## src/rtl/bitcell_array_ctrl.sv

```systemverilog
// bitcell_array_ctrl: sequencing controller for a WORDS x WIDTH NAND-latch
// bitcell array shared by two round-robin arbitrated requesters. Each access
// runs SETUP -> ACCESS -> HOLD so that r_w and data-in are stable whenever a
// row select is high.
// Optional build macro: BITCELL_CTRL_WRITE_VERIFY_EN adds a read-back pass
// after every write and flags mismatches on rsp_err.
module bitcell_array_ctrl #(
  parameter int WIDTH      = 8,
  parameter int WORDS      = 4,
  parameter int ADDR_W     = 2,
  parameter int ACC_CYCLES = 2
) (
  input  logic                  clk,
  input  logic                  rst_n,
  input  logic [1:0]            req_valid,
  output logic [1:0]            req_ready,
  input  logic [1:0]            req_we,
  input  logic [2*ADDR_W-1:0]   req_addr,
  input  logic [2*WIDTH-1:0]    req_wdata,
  output logic [1:0]            rsp_valid,
  output logic [WIDTH-1:0]      rsp_rdata,
  output logic                  rsp_err,
  output logic [WORDS-1:0]      arr_sel,
  output logic                  arr_rw,
  output logic [WIDTH-1:0]      arr_din,
  input  logic [WIDTH-1:0]      arr_dout
);

  localparam int CNT_W = (ACC_CYCLES > 1) ? $clog2(ACC_CYCLES) : 1;

  typedef enum logic [2:0] {
    S_IDLE    = 3'd0,
    S_SETUP   = 3'd1,
    S_ACCESS  = 3'd2,
    S_HOLD    = 3'd3
`ifdef BITCELL_CTRL_WRITE_VERIFY_EN
    ,
    S_VSETUP  = 3'd4,
    S_VACCESS = 3'd5,
    S_VHOLD   = 3'd6
`endif
  } state_t;

  state_t             r_state;
  state_t             w_next;
  logic [CNT_W-1:0]   r_cnt;
  logic               w_acc_last;

  logic               r_last_grant;
  logic               r_owner;
  logic               r_we;
  logic [ADDR_W-1:0]  r_addr;
  logic               r_inrange;

  logic [WORDS-1:0]   r_sel;
  logic               r_rw;
  logic [WIDTH-1:0]   r_din;
  logic [1:0]         r_rsp_valid;
  logic [WIDTH-1:0]   r_rsp_rdata;
  logic               r_rsp_err;

  logic               w_gnt_idx;
  logic [1:0]         w_ready;
  logic               w_xfer;
  logic [ADDR_W-1:0]  w_req_addr;
  logic [WIDTH-1:0]   w_req_wdata;
  logic               w_addr_ok;
  logic [WORDS-1:0]   w_onehot;

  logic [WORDS-1:0]   w_sel_nxt;
  logic               w_rw_nxt;
  logic [WIDTH-1:0]   w_din_nxt;
  logic [1:0]         w_rsp_valid_nxt;
  logic [WIDTH-1:0]   w_rsp_rdata_nxt;
  logic               w_rsp_err_nxt;

  assign w_acc_last = (r_cnt == CNT_W'(ACC_CYCLES - 1));
  assign w_onehot   = {{(WORDS-1){1'b0}}, 1'b1} << r_addr;

  // Round-robin arbitration; ready only in IDLE for the granted valid requester
  always_comb begin
    if (req_valid == 2'b11) begin
      w_gnt_idx = ~r_last_grant;
    end else if (req_valid[1]) begin
      w_gnt_idx = 1'b1;
    end else begin
      w_gnt_idx = 1'b0;
    end
    if ((r_state == S_IDLE) && req_valid[w_gnt_idx]) begin
      w_ready = w_gnt_idx ? 2'b10 : 2'b01;
    end else begin
      w_ready = 2'b00;
    end
    if (w_gnt_idx) begin
      w_req_addr  = req_addr[2*ADDR_W-1:ADDR_W];
      w_req_wdata = req_wdata[2*WIDTH-1:WIDTH];
    end else begin
      w_req_addr  = req_addr[ADDR_W-1:0];
      w_req_wdata = req_wdata[WIDTH-1:0];
    end
    w_xfer    = |w_ready;
    w_addr_ok = (32'(w_req_addr) < 32'(WORDS));
  end

  assign req_ready = w_ready;

  // State register and phase counter (counter restarts on every state change)
  always_ff @(posedge clk or negedge rst_n) begin
    if (!rst_n) begin
      r_state <= S_IDLE;
      r_cnt   <= {CNT_W{1'b0}};
    end else begin
      r_state <= w_next;
      if (w_next != r_state) begin
        r_cnt <= {CNT_W{1'b0}};
      end else begin
        r_cnt <= r_cnt + CNT_W'(1);
      end
    end
  end

  // Next-state logic for the access phase sequence
  always_comb begin
    w_next = r_state;
    case (r_state)
      S_IDLE:   w_next = w_xfer ? S_SETUP : S_IDLE;
      S_SETUP:  w_next = S_ACCESS;
      S_ACCESS: w_next = w_acc_last ? S_HOLD : S_ACCESS;
`ifdef BITCELL_CTRL_WRITE_VERIFY_EN
      S_HOLD:    w_next = r_we ? S_VSETUP : S_IDLE;
      // Two cycles with r_w low before the read-back select rises
      S_VSETUP:  w_next = (r_cnt == CNT_W'(1)) ? S_VACCESS : S_VSETUP;
      S_VACCESS: w_next = w_acc_last ? S_VHOLD : S_VACCESS;
      S_VHOLD:   w_next = S_IDLE;
`else
      S_HOLD:   w_next = S_IDLE;
`endif
      default:  w_next = S_IDLE;
    endcase
  end

  // Next values of the registered array and response outputs
  always_comb begin
    w_sel_nxt       = {WORDS{1'b0}};
    w_rw_nxt        = r_rw;
    w_din_nxt       = r_din;
    w_rsp_valid_nxt = 2'b00;
    w_rsp_rdata_nxt = {WIDTH{1'b0}};
    w_rsp_err_nxt   = 1'b0;
    // r_w and data-in only move when leaving IDLE, while every sel is low
    if ((r_state == S_IDLE) && w_xfer) begin
      w_rw_nxt  = req_we[w_gnt_idx];
      w_din_nxt = req_we[w_gnt_idx] ? w_req_wdata : {WIDTH{1'b0}};
    end else begin
      w_rw_nxt  = r_rw;
      w_din_nxt = r_din;
    end
`ifdef BITCELL_CTRL_WRITE_VERIFY_EN
    if (((w_next == S_ACCESS) || (w_next == S_VACCESS)) && r_inrange) begin
      w_sel_nxt = w_onehot;
    end else begin
      w_sel_nxt = {WORDS{1'b0}};
    end
    if ((r_state == S_HOLD) && (w_next == S_VSETUP)) begin
      w_rw_nxt = 1'b0;
    end else begin
      w_rw_nxt = w_rw_nxt;
    end
    if ((r_state == S_ACCESS) && (w_next == S_HOLD) && !r_we) begin
      w_rsp_valid_nxt = r_owner ? 2'b10 : 2'b01;
      w_rsp_rdata_nxt = r_inrange ? arr_dout : {WIDTH{1'b0}};
      w_rsp_err_nxt   = !r_inrange;
    end else if ((r_state == S_VACCESS) && (w_next == S_VHOLD)) begin
      w_rsp_valid_nxt = r_owner ? 2'b10 : 2'b01;
      w_rsp_rdata_nxt = r_inrange ? arr_dout : {WIDTH{1'b0}};
      w_rsp_err_nxt   = !r_inrange || (arr_dout != r_din);
    end else begin
      w_rsp_valid_nxt = 2'b00;
    end
`else
    if ((w_next == S_ACCESS) && r_inrange) begin
      w_sel_nxt = w_onehot;
    end else begin
      w_sel_nxt = {WORDS{1'b0}};
    end
    if ((r_state == S_ACCESS) && (w_next == S_HOLD)) begin
      w_rsp_valid_nxt = r_owner ? 2'b10 : 2'b01;
      w_rsp_rdata_nxt = (r_inrange && !r_we) ? arr_dout : {WIDTH{1'b0}};
      w_rsp_err_nxt   = !r_inrange;
    end else begin
      w_rsp_valid_nxt = 2'b00;
    end
`endif
  end

  // Latch the accepted request and remember who was served last
  always_ff @(posedge clk or negedge rst_n) begin
    if (!rst_n) begin
      r_last_grant <= 1'b1;
      r_owner      <= 1'b0;
      r_we         <= 1'b0;
      r_addr       <= {ADDR_W{1'b0}};
      r_inrange    <= 1'b0;
    end else if (w_xfer) begin
      r_last_grant <= w_gnt_idx;
      r_owner      <= w_gnt_idx;
      r_we         <= req_we[w_gnt_idx];
      r_addr       <= w_req_addr;
      r_inrange    <= w_addr_ok;
    end
  end

  // Registered outputs so sel, r_w and data-in never glitch at the bitcells
  always_ff @(posedge clk or negedge rst_n) begin
    if (!rst_n) begin
      r_sel       <= {WORDS{1'b0}};
      r_rw        <= 1'b0;
      r_din       <= {WIDTH{1'b0}};
      r_rsp_valid <= 2'b00;
      r_rsp_rdata <= {WIDTH{1'b0}};
      r_rsp_err   <= 1'b0;
    end else begin
      r_sel       <= w_sel_nxt;
      r_rw        <= w_rw_nxt;
      r_din       <= w_din_nxt;
      r_rsp_valid <= w_rsp_valid_nxt;
      r_rsp_rdata <= w_rsp_rdata_nxt;
      r_rsp_err   <= w_rsp_err_nxt;
    end
  end

  assign arr_sel   = r_sel;
  assign arr_rw    = r_rw;
  assign arr_din   = r_din;
  assign rsp_valid = r_rsp_valid;
  assign rsp_rdata = r_rsp_rdata;
  assign rsp_err   = r_rsp_err;

endmodule
```

## config.mk

```make
export PLATFORM = sky130hd
export DESIGN_NAME = bitcell_array_ctrl
export DESIGN_NICKNAME = d
export VERILOG_FILES = /design/src/rtl/bitcell_array_ctrl.sv
export SDC_FILE = /design/constraint.sdc
export NUM_CORES = 1
export LEC_CHECK = 0
export CAP_MARGIN = 0
export CORE_ASPECT_RATIO = 1.4
export CORE_UTILIZATION = 40
export CTS_BUF_LIST = sky130_fd_sc_hd__clkbuf_4 sky130_fd_sc_hd__clkbuf_8 sky130_fd_sc_hd__clkbuf_16
export CTS_CLUSTER_DIAMETER = 150
export DETAILED_ROUTE_END_ITERATION = 10
export GPL_ROUTABILITY_DRIVEN = 1
export GPL_TIMING_DRIVEN = 1
export HOLD_SLACK_MARGIN = 0.02
export PLACE_DENSITY = 0.88
export SETUP_SLACK_MARGIN = 0.1
export SKIP_LAST_GASP = 1
export SYNTH_ARGS = -nofsm -noshare
export SYNTH_HDL_FRONTEND = slang
export SYNTH_SLANG_ARGS = --single-unit
```

## constraint.sdc

```tcl
create_clock -name clk -period 2.6 [get_ports clk]
set_input_delay 0.26 -clock clk [delete_from_list [all_inputs] [get_ports clk]]
set_output_delay 0.26 -clock clk [all_outputs]
set_load 0.02 [all_outputs]
```

# After elaboration in Yosys (flattened, before gate mapping)
# Index checks and enable logic that the tools add are counted.
[totals] reg_bits=34 word_cells=53 inputBits=34
[op_classes] muxes=21 shifts=1 add_sub_neg=1 bitwise=1 magnitude_cmp=1 eq_ne=6 n_reduce_logical=9
[ops] op="$mux W8" count=4
[ops] op="$mux W1" count=10
[ops] op="$mux W2" count=5
[ops] op="$eq A3 B2 Y1 const B" count=3
[ops] op="$pmux W2 S3" count=1
[ops] op="$logic_and A1 B1 Y1" count=5
[ops] op="$mux W4" count=1
[ops] op="$shl A1 B2 Y4 const A" count=1
[ops] op="$eq A3 B1 Y1 const B" count=1
[ops] op="$logic_not A3 Y1" count=1
[ops] op="$ne A3 B3 Y1" count=1
[ops] op="$eq A2 B2 Y1 const B" count=1
[ops] op="$logic_not A1 Y1" count=2
[ops] op="$lt A1 B2 Y1 const B" count=1
[ops] op="$reduce_or A2 Y1" count=1
[ops] op="$add A1 B1 Y1 const B" count=1
[ops] op="$not A1 Y1" count=1

# Depth between registers and ports, before layout
[logic_depth] ltp_word=12 depth_mapped=6 mapped_depth_nobuf=5

# Worst setup path after synthesis
# OpenSTA, ideal clock, no wires.
[synth_timing] path_type="register -> register" start="reg r_state[0]" end="reg r_cnt" arrival_time_ns=1.428 setup_slack_ns=1.048 stages_incl_launch_ff=6 cell_sequence="dfrtp_1 -> inv_1 -> ha_1 -> o21ai_4 -> a21oi_4 -> mux2_2"
[synth_between] elab_chain_len=8 word_cells_on_any_way=10 cone_classes="3 x eq/ne; 4 x mux; 3 x reduce/logical"
[synth_rtl] item="start: declaration" line="44" source="state_t r_state;"
[synth_rtl] item="start signal: assignment" line="113" source="r_state <= w_next;"
[synth_rtl] item="$logic_not A3 Y1" line="89, 125"
[synth_rtl] item="$logic_and A1 B1 Y1" line="89" source="if ((r_state == S_IDLE) && req_valid[w_gnt_idx]) begin"
[synth_rtl] item="$mux W2" line="89"
[synth_rtl] item="$reduce_or A2 Y1" line="101" source="w_xfer = |w_ready;"
[synth_rtl] item="$mux W1" line="126" source="S_IDLE: w_next = w_xfer ? S_SETUP : S_IDLE;"
[synth_rtl] item="$pmux W2 S3 (*)" line="125" source="case (r_state)"
[synth_rtl] item="net w_next[0]" line="45" source="state_t w_next;"
[synth_rtl] item="$ne A3 B3 Y1 (*)" line="114" source="if (w_next != r_state) begin"
[synth_rtl] item="$mux W1 (*)" line="114"
[synth_rtl] item="end signal: assignment" line="111" source="r_cnt <= {CNT_W{1'b0}};"
[synth_rtl] item="end signal: assignment" line="115" source="r_cnt <= {CNT_W{1'b0}};"
[synth_rtl] item="end signal: assignment" line="117" source="r_cnt <= r_cnt + CNT_W'(1);"
[synth_rtl] item="end: declaration" line="46" source="logic [CNT_W-1:0] r_cnt;"
# Mark *: on every way through the listed nets, which the timed path passes. The rest lies on a longest branch.
# A chain may end at the register's enable or synchronous reset.

# Worst setup path in the final report
[layout_timing] start="reg r_state[0]" end="out req_ready[0]"
[layout_between] elab_chain_len=3
[layout_rtl] item="$logic_not A3 Y1" line="89"
[layout_rtl] item="$logic_and A1 B1 Y1" line="89"
[layout_rtl] item="$mux W2" line="89"
[layout_rtl] item="end: declaration" line="16" source="output logic [1:0] req_ready,"
# Every way passes these cells.

==> run metrics <==
outcome=finished, final reports clean; synthesis-stage register bit count=33; Int Power=0.001337 W; Initial Util=41.57%; grt peak-use layer=met2; met3 global-route usage=5.520%; Final setup viols=0; R2R Setup Slk=690 ps; CP required=2340 ps; first-pass GRT wire length=4.726 mm; Comb power frac=43.3%; CP Capture Type=output pin; IO Pins=60; count of input and output buffers=59; post-DR vias/cell=5.000; sequential share of power=36.9%; syn avg cell area=12.65 um2; layout cell share with drive strength beyond 1=10.67%; Die Y=71.79 um; min cycle time layout=2278 ps; Final #Nets=214; vias=1090; final period utilization=87.63%; FILL cells=247; GR Layer Usage met2=32.05%; Sink Count=33; DRT iter0 DRCs=9; clk_skew=3.050 ps; Worst-path clk slew=70 ps; Unique masters post-synth=29; worst slew pin tran=498.1 ps; Placer Congestion=0.7176; crit start category=flop; register area share after synthesis=59.44%; pre-CTS setup slack=428.1 ps; maximum vdd drop=0.0006119 V; Syn Inst Count=110; number of routed nets with antenna violations=0; Slew Limit Fails=0; post-CTS setup buffer count=0; Hold Crit Class=input port to asynchronous set/reset pin; WL per Instance=13.76 um; Ys Warns=0; CTS buffer count=5; crit path kind=flop to output pin; DRC=0; switching share of total power=36.22%; Max-slew headroom=66.79%; Mapped Area=1391 um2; Initial DRT Pass Iterations=5; clk_lat worst skew=280 ps; grt ovf=0; CTS tree=built; Net Switching=0.0007592 W; Root Driver=clkbuf_8; Max Buffers Root-to-Sink=2; GR Layer Usage met1=17.60%; vias in the first global route=1101; Overall Global Routing Usage=17.26%; Pwr Density=979.6 nW/um2; Lkg Pwr=0.9461 nW; Die Area=3722 um2; # rows=25; multi-input logic area=540.5 um2; initial antenna violation count=0; Final Hold Viols=0; post-route setup slack=321.8 ps; setup TNS=0 ps; clock power share=19.8%; Max-Cap Viols=0; CP max FO=8; Die Wd=51.85 um; Worst Path Arrival=2020 ps; largest net degree at the start of global routing=34; Post-CTS Resized=0; core area=3347 um2; detailed placement HPWL=2.199 mm; total area of sequential cells=827.0 um2; CTS Hold Bufs=0; commonest non-fill, non-tap cells in the layout=clkdlybuf4s50_1, dfrtp_1, nand2_1; Fmax=438.9 MHz; unrepaired setup endpoints after global routing=false; H-Tree Depth=2; final wirelength=2.999 mm; ant diodes=0; Layout area overhead=53.78%; most common cell after layout, fill and taps aside=clkdlybuf4s50_1; syn_nets=147
## state kept, by name (all words and copies together) (netlist names), 2 cells and up
name / flops
rsp_valid: 2
arr_sel: 4
r_addr: 2
rsp_rdata: 8
r_state: 2
arr_din: 8
## worst paths after layout
kind / startpoint / to / depth (start not counted)
setup reg to reg: r_state[0] / rsp_rdata[6] / 6
max in group asynchronous: rst_n / r_last_grant / 2
hold reg to reg: r_owner / rsp_valid[0] / 1
hold / removal: rst_n / arr_rw / 2
min in group clk: r_owner / rsp_valid[0] / 1
setup / recovery: r_state[0] / req_ready[0] / 5
## power by group through the flow
stage / Combinational (W) / Clock [W] / Sequential, W
floorplan: 0.000444 / 0 / 0.000873
global placement: 0.000873 / 0 / 0.000768
detailed placement: 0.000905 / 0 / 0.000779
CTS: 0.000914 / 0.000423 / 0.000772
global route: 0.000974 / 0.000443 / 0.000789
finish: 0.000907 / 0.000416 / 0.000773
## routing by layer
layer,part of all wire (%),up-vias
li1,-,514
met1,38,525
met2,55,45
met3,6.4,6
met4,1.2,0
met5,0,-
## critical path: stages (launching register included)
cell             delay (ps)
dfrtp_1                 410
inv_1                   110
ha_1                    340
o21ai_4                 100
nor2_2                  150
clkdlybuf4s50_1         620
## per-stage QoR
stage	hold slack (ps)	area (um2)	utilization, %	instances	total power, W
2_1_floorplan	-35.59	1391	-	110	0.001317
3_3_place_gp	454.0	2038	60.90	210	0.001641
3_5_place_dp	471.5	2038	60.90	210	0.001684
4_1_cts	394.8	2140	63.93	218	0.002108
5_1_grt	434.6	2140	63.93	218	0.002206
6_report	382.3	2140	63.93	218	0.002096
## final cells by class
cell class                      instances  area share (%)
Sequential cell                        33           38.65
Timing Repair Buffer                   62           28.65
Multi-Input combinational cell         73           25.26
Clock buffer                            7           4.503
Tap cell                               40           2.339
Inverter                                2          0.3509
Clock inverter                          1          0.2339
## Yosys cell counts
library cell	instances	area share (%)
dfrtp_1	32	58
nand2_1	16	4.3
and2_1	11	4.9
mux2i_1	8	5.8
o21ai_0	8	2.9
ha_1	3	2.7
nand2b_1	3	1.3
nor3_1	3	1.1
a221o_1	2	1.4
and3_1	2	0.90
inv_1	2	0.54
nor3b_1	2	1.1
nor4b_1	2	1.3
a2111oi_4	1	2.0
a21boi_4	1	1.3
a21o_1	1	0.54
a21oi_1	1	0.36
a21oi_4	1	1.2
a31oi_1	1	0.45
a32oi_2	1	1.2
and4_1	1	0.63
buf_2	1	0.36
buf_6	1	0.81
dfstp_2	1	1.9
mux2_2	1	0.81
nor2_2	1	0.45
nor4_1	1	0.45
o21ai_4	1	1.2
xor2_1	1	0.63
## cells by family after synthesis
family,share of synthesized area (%)
buf+inv,1.708
mux,6.565
xor+xnor,0.6296
simple gates,16.46
compound gates,12.50
fa+ha+maj,2.698
flops,59.44
No activity file was read; power rests on OpenSTA's default activity.
